**src/rtl/pll_reconfig_arbiter.sv**
```systemverilog
// pll_reconfig_arbiter: round-robin sharing of one PLL reconfig control FSM; PLL_RECONF_ARB_TIMEOUT_EN adds a wait watchdog
module pll_reconfig_arbiter #(
  parameter int NUM_REQ        = 4,
  parameter int ROM_W          = 2,
  parameter int TIMEOUT_CYCLES = 65535
) (
  input  logic                     clock,
  input  logic                     reset,
  input  logic [NUM_REQ-1:0]       req,
  input  logic [NUM_REQ*ROM_W-1:0] req_rom,
  output logic [NUM_REQ-1:0]       done,
  output logic [NUM_REQ-1:0]       grant,
  output logic                     arb_busy,
  output logic                     want_to_reconfig,
  output logic [ROM_W-1:0]         intended_rom,
  input  logic [2:0]               sm_state,
  output logic [ROM_W-1:0]         loaded_rom,
  output logic                     err
);
  localparam int IW = $clog2(NUM_REQ);
  typedef enum logic [2:0] {IDLE, ISSUE, WAIT_START, WAIT_DONE, ACK} state_t;
  state_t state, state_nx;
  logic [IW-1:0] rr_ptr, gidx, sel_idx;
  logic [ROM_W-1:0] sel_rom;
  logic [NUM_REQ-1:0] sel_oh;
  logic tmo;
  if (NUM_REQ < 2 || NUM_REQ > 8 || TIMEOUT_CYCLES < 1) begin : g_param_check
    $error("pll_reconfig_arbiter: parameter out of range");
  end
  // first requester at or after rr_ptr, wrapping; lowest offset wins
  always_comb begin
    sel_idx = '0;
    sel_rom = '0;
    for (int k = NUM_REQ - 1; k >= 0; k--)
      if (req[(int'(rr_ptr) + k) % NUM_REQ]) begin
        sel_idx = IW'((int'(rr_ptr) + k) % NUM_REQ);
        sel_rom = req_rom[((int'(rr_ptr) + k) % NUM_REQ) * ROM_W +: ROM_W];
      end
    sel_oh = NUM_REQ'(1) << sel_idx;
  end
  // next state: cache hits bypass the control FSM entirely
  always_comb begin
    state_nx = state;
    case (state)
      IDLE:       state_nx = |req ? (sel_rom == loaded_rom ? ACK : ISSUE) : IDLE;
      ISSUE:      state_nx = WAIT_START;
      WAIT_START: state_nx = sm_state != 3'd0 ? WAIT_DONE : (tmo ? ACK : WAIT_START);
      WAIT_DONE:  state_nx = (sm_state == 3'd0 || tmo) ? ACK : WAIT_DONE;
      default:    state_nx = IDLE;
    endcase
  end
  // state and all outputs registered so pulses carry no input-to-output paths
  always_ff @(posedge clock) begin
    if (reset) begin
      state            <= IDLE;
      rr_ptr           <= '0;
      gidx             <= '0;
      grant            <= '0;
      done             <= '0;
      want_to_reconfig <= 1'b0;
      intended_rom     <= '0;
      loaded_rom       <= '0;
    end else begin
      state            <= state_nx;
      want_to_reconfig <= state_nx == ISSUE;
      intended_rom     <= state_nx == ISSUE ? sel_rom : intended_rom;
      grant            <= (state == IDLE && |req) ? sel_oh : (state == ACK ? '0 : grant);
      gidx             <= (state == IDLE && |req) ? sel_idx : gidx;
      done             <= state_nx == ACK ? (state == IDLE ? sel_oh : grant) : '0;
      loaded_rom       <= (state == WAIT_DONE && sm_state == 3'd0) ? intended_rom : loaded_rom;
      rr_ptr           <= state == ACK ? (int'(gidx) == NUM_REQ - 1 ? '0 : gidx + IW'(1)) : rr_ptr;
    end
  end
  assign arb_busy = state != IDLE;
`ifdef PLL_RECONF_ARB_TIMEOUT_EN
  logic [31:0] wait_cnt;
  assign tmo = wait_cnt == 32'(TIMEOUT_CYCLES - 1) &&
               (state == WAIT_START ? sm_state == 3'd0 : (state == WAIT_DONE && sm_state != 3'd0));
  // watchdog restarts on every state change and latches err on expiry
  always_ff @(posedge clock) begin
    if (reset) begin
      wait_cnt <= '0;
      err      <= 1'b0;
    end else begin
      wait_cnt <= state_nx != state ? '0 : wait_cnt + 32'd1;
      err      <= err | tmo;
    end
  end
`else
  assign tmo = 1'b0;
  assign err = 1'b0;
`endif
endmodule
```
**config.mk**
```make
export PLATFORM = sky130hd
export DESIGN_NAME = pll_reconfig_arbiter
export DESIGN_NICKNAME = d
export VERILOG_FILES = /design/src/rtl/pll_reconfig_arbiter.sv
export SDC_FILE = /design/constraint.sdc
export NUM_CORES = 1
export LEC_CHECK = 0
export ABC_AREA = 1
export BUFFER_PORTS_ARGS = -buffer_cell sky130_fd_sc_hd__buf_4
export CAP_MARGIN = 10
export CORE_ASPECT_RATIO = 2
export CORE_MARGIN = 10
export CORE_UTILIZATION = 54
export CTS_BUF_LIST = sky130_fd_sc_hd__clkbuf_8
export CTS_CLUSTER_SIZE = 12
export DETAILED_ROUTE_END_ITERATION = 8
export PLACE_DENSITY = 0.88
export SLEW_MARGIN = 10
export SYNTH_ARGS = -nofsm -noshare
export SYNTH_HDL_FRONTEND = slang
export SYNTH_SLANG_ARGS = --single-unit
```
**constraint.sdc**
```tcl
create_clock -name clock -period 2.5 [get_ports clock]
set_clock_uncertainty 0.2 [all_clocks]
set_input_delay 0.75 -clock clock [delete_from_list [all_inputs] [get_ports clock]]
set_output_delay 0.75 -clock clock [all_outputs]
set_load 0.01 [all_outputs]
```
== Word-level counts from Yosys, hierarchy flattened ==
Cells that the tools add are included.
Storage, ports and cells
  bits in registers: 20
  bits in latches: 0
  bits in writable memories: 0
  ROM bits: 0
  input bits: 17
  output and inout bits: 15
  logic and storage cells: 73
  memories kept: 0
Operators by class
  add/sub/neg operators: 4
  multiply operators: 0
  div/mod/pow operators: 0
  order comparisons: 4
  equality and inequality tests: 8
  shift operators: 5
  muxes and demuxes: 28
  bitwise operators: 4
  reduce and logical (&&, ||, !) cells: 12
Operators by type and width (count)
  8-bit by 4-bit indexed part select with 2-bit output: 4
  2-bit two-way mux: 9
  3-bit by 4-bit less-than comparator with 1-bit output (second input constant): 3
  4-bit two-way mux: 3
  3-bit one-hot mux with 4 select lines: 1
  3-bit two-way mux: 3
  1-bit binary-select mux with 2-bit select: 4
  1-bit two-way mux: 8
  2-bit OR reduction: 4
  3-bit by 1-bit == test with 1-bit output (second input constant): 2
  3-bit by 2-bit == test with 1-bit output (second input constant): 2
  3-bit == test (second input constant): 2
  3-bit zero test: 2
  3-bit nonzero test: 2
  2-bit by 1-bit adder with 2-bit output (second input constant): 2
  2-bit adder (second input constant): 2
  4-bit OR reduction: 1
  1-bit by 2-bit left shift with 4-bit output (first input constant): 1
  1-bit AND (first input constant): 3
  2-bit by 3-bit less-than comparator with 1-bit output (second input constant): 1
  2-bit by 1-bit == test with 1-bit output (second input constant): 1
  2-bit == test: 1
  1-bit logical AND: 2
  2-bit nonzero test: 1
  1-bit inverter: 1

== Logic depth before layout (Yosys ltp) ==
  word-level depth: 17
  mapped depth: 17
  gate-level depth less buffers: 15

== Worst setup path before layout ==
Ideal clock, no wire load.
  path kind: input to register
  start: in req[2]
  end: reg intended_rom[0]
  library setup time: 0.115 ns
  arrival: 1.679 ns
  data required time: 2.185 ns
  setup slack: 0.506 ns
  stages: 12
  buffers on the path: 0
  cells stage by stage: nand2_1 nand2_1 nand2_1 nand2_4 a21oi_1 nand2_1 nand2_1 nand2_1 nand2_2 nand2_2 a21oi_1 nor2_1
Between the ends
  longest elaborated chain between the ends: 12
  elaborated cells between the ends (all ways): 21
  classes of those cells: eq/ne (2); mux (18); reduce/logical (1)
Ends and longest elaborated chain
  start, declared: line 9  | input logic [NUM_REQ-1:0] req,
  1-bit binary-select mux with 2-bit select: line 35  | if (req[(int'(rr_ptr) + k) % NUM_REQ]) begin
  1-bit two-way mux (implied by the code) (2 in series): line 35
  2-bit two-way mux (4 in series): line 35
  2-bit == test: line 45  | IDLE: state_nx = |req ? (sel_rom == loaded_rom ? ACK : ISSUE) : IDLE;
  3-bit two-way mux (2 in series): line 45
  3-bit one-hot mux with 4 select lines: line 44  | case (state)
  3-bit by 1-bit == test with 1-bit output: line 66  | intended_rom <= state_nx == ISSUE ? sel_rom : intended_rom;
  end signal, assigned: line 66
  end, declared: line 15  | output logic [ROM_W-1:0] intended_rom,
Several ways; a longest one is shown, not always the timed one. The select of a mux whose other input is x is not followed.
A chain may end at the register's enable or synchronous reset.

== Worst setup path after layout ==
  start: reg state[0]
  end: out arb_busy
Between the ends
  longest elaborated chain between the ends: 1
Ends and longest elaborated chain
  start, declared: line 22  | state_t state, state_nx;
  start signal, assigned: line 64  | state <= state_nx;
  3-bit nonzero test: line 74  | assign arb_busy = state != IDLE;
  end, declared: line 13  | output logic arb_busy,
No other way between the ends.

==> impl_metrics.tcl <==
set metrics [dict create \
    status "finished clean" \
    synth_top_cell_by_area "dfxtp_1" \
    slew_headroom_pct 48.9 \
    postCtsHoldBufs 0 \
    worst_pin_slew_ps 764 \
    finalSetupViolCount 0 \
    die_h_um 92.5 \
    drive_above_1_share_pct 29.4 \
    arrival_ps 1240 \
    critical_path_required_ps 1550 \
    grt_start_max_net_pins 17 \
    dp_hpwl_mm 2.78 \
    cts_buffer_depth 2 \
    period_share_pct 87.7 \
    area_growth_pct 17.5 \
    synth_top_area_share_pct 28.2 \
    fin_nets 268 \
    synth_nets 238 \
    grt_overflow 0 \
    totalWireLength_mm 3.37 \
    period_minus_slack_ps 2190 \
    fp.dieW_um 56.2 \
    wl_per_cell_um 12.2 \
    cts_resized 0 \
    cts_tree "done" \
    postCtsSetupBuffers 0 \
    cts_root_buf "clkbuf_8" \
    timing.final.ws_setup_ps 308 \
    cts_buffers 3 \
    start_kind "flop" \
    synth.area.top_cells "dfxtp_1 28%, nand2_1 16%, nand2_2 9.7%" \
    fmax_ghz 0.456 \
    clk_transition_reported_paths_ps 70 \
    grt_pass1_vias 1458 \
    worstHoldPathType "reg -> reg" \
    synth-edff-count 0 \
    criticalPathCategory "reg -> out" \
    fin_tns_setup_ps 0 \
    cp-end-kind "primary output" \
    hold_viol_final 0 \
    yosysMostFrequentCell "nand2_1" \
    clk_latency_ps 250 \
    vdd_ir_drop_max_mv 0.832 \
    gp_congestion 0.914 \
    leakage_nw 0.840 \
    power_density_nw_per_um2 1250 \
    synthArstFlopShare_pct 0 \
    drt_iter0_markers 29 \
    maxSlewViolCount 0 \
    port_buffers 30 \
    dieArea_um2 5200 \
    rsz0062_at_grt "no" \
    drcViolationCount 0 \
    drtPass1Iterations 4 \
    rows 26 \
    vias_per_cell 5.32 \
    maxCapViolCount 0 \
    cts_max_level 1 \
    core_um2 2540 \
    yosys_warnings 0 \
    yosysUniqueCellTypes 29 \
    seq_area_frac_synth_pct 28.2 \
    ys.flop_type "dfxtp_1" \
    start_util_pct 55.9 \
    track_usage_pct 13.3 \
    antenna_found_initial 0 \
    syn_inst 220 \
    clock_sinks 20 \
    ys_ff_latch 20 \
    ys_top_cells_by_count "60 x nand2_1, 26 x nand3_1, 22 x nand2_2" \
    grt_pass1_wl_mm 5.89 \
    n_fill_cell 252 \
    diodes 0 \
    preCtsSetupSlack_ps 191 \
    syn_area_um2 1420 \
    syn_avg_cell_area_um2 6.45 \
    num_io_pins 32 \
    vias 1467 \
    crit_fanout 6 \
    final_antenna_net_count 0 \
]
==> registers in the layout, indices dropped and copies added, names as in the netlist <==
name and count:
done 4, gidx 2, intended_rom 2, want_to_reconfig 1, rr_ptr 2, loaded_rom 2, state 3, grant 4
==> worst paths after layout <==
kind | startpoint | endpoint | slack [ps] | depth (start not counted)
max | state[0]$_SDFF_PP0_ | arb_busy | 310 | 5
min | grant[2]$_SDFFE_PP0P_ | grant[2]$_SDFFE_PP0P_ | 290 | 2
max reg2reg | state[0]$_SDFF_PP0_ | grant[3]$_SDFFE_PP0P_ | 310 | 8
min reg2reg | grant[2]$_SDFFE_PP0P_ | grant[2]$_SDFFE_PP0P_ | 290 | 2
==> cell families (layout without fill, tap and decap cells) <==
family	Yosys count	count (layout)	share of synthesized area [%]
other	1	1	0.264
adders and majority gates	1	1	0.882
and+or+nand+nor	145	145	49.8
buffers and inverters	28	56	11.1
AOI/OAI and AO/OA	25	25	9.70
DFF	20	20	28.2
==> layout by cell type (no fill, tap or decap) <==
cell type / n
a21boi_0: 1
a21oi_1: 12
a21oi_2: 2
buf_4: 32
clkbuf_8: 3
conb_1: 1
dfxtp_1: 20
ha_1: 1
inv_1: 18
inv_2: 1
inv_4: 1
inv_8: 1
nand2_1: 60
nand2_2: 22
nand2_4: 5
nand3_1: 26
nand3_2: 1
nand3b_1: 1
nand4_1: 2
nor2_1: 17
nor2_2: 5
nor3_1: 4
nor4_1: 2
o211ai_1: 1
o21ai_0: 8
o21ai_1: 1
==> where the power goes <==
group | switching [mW] | total (mW) | internal, mW
Combinational | 0.882 | 1.38 | 0.493
Sequential | 0.0815 | 0.498 | 0.417
Clock | 0.0963 | 0.204 | 0.107
==> layer usage <==
| metal | share of wire (%) | global-route usage, % | up-vias | wire (µm) |
|---|---|---|---|---|
| met5 | 0 | 0 | - | 0 |
| li1 | - | - | 760 | - |
| met3 | 3.6 | 3.15 | 6 | 123 |
| met1 | 35 | 11.1 | 670 | 1190 |
| met2 | 59 | 26.9 | 31 | 1990 |
| met4 | 2.1 | 7.06 | 0 | 70 |
==> final cells by class <==
class	instances	area, µm²	share of cell area (%)
multi-input combinational	172	861	51.7
tap	28	35.0	2.10
timing repair buffer	32	240	14.4
clock buffer	3	41.3	2.48
inverter	21	88.8	5.33
sequential	20	400	24.0
==> worst max-delay path: stages (launching register included) <==
cell	delay (ps)
dfxtp_1	330
nor2_1	130
inv_1	80
nor2_2	150
inv_1	140
buf_4	170
==> metrics by stage <==
stage	std cells	total power [mW]	area, µm²	util (%)	hold WS, ps
2_1_floorplan	220	1.59	1420	-	268
3_3_place_gp	273	1.85	1630	64.1	273
3_5_place_dp	273	1.88	1630	64.1	277
4_1_cts	276	2.08	1670	65.7	289
5_1_grt	276	2.31	1670	65.7	322
6_report	276	2.08	1670	65.7	289
Note: power is estimated with default switching activity, not from simulation.
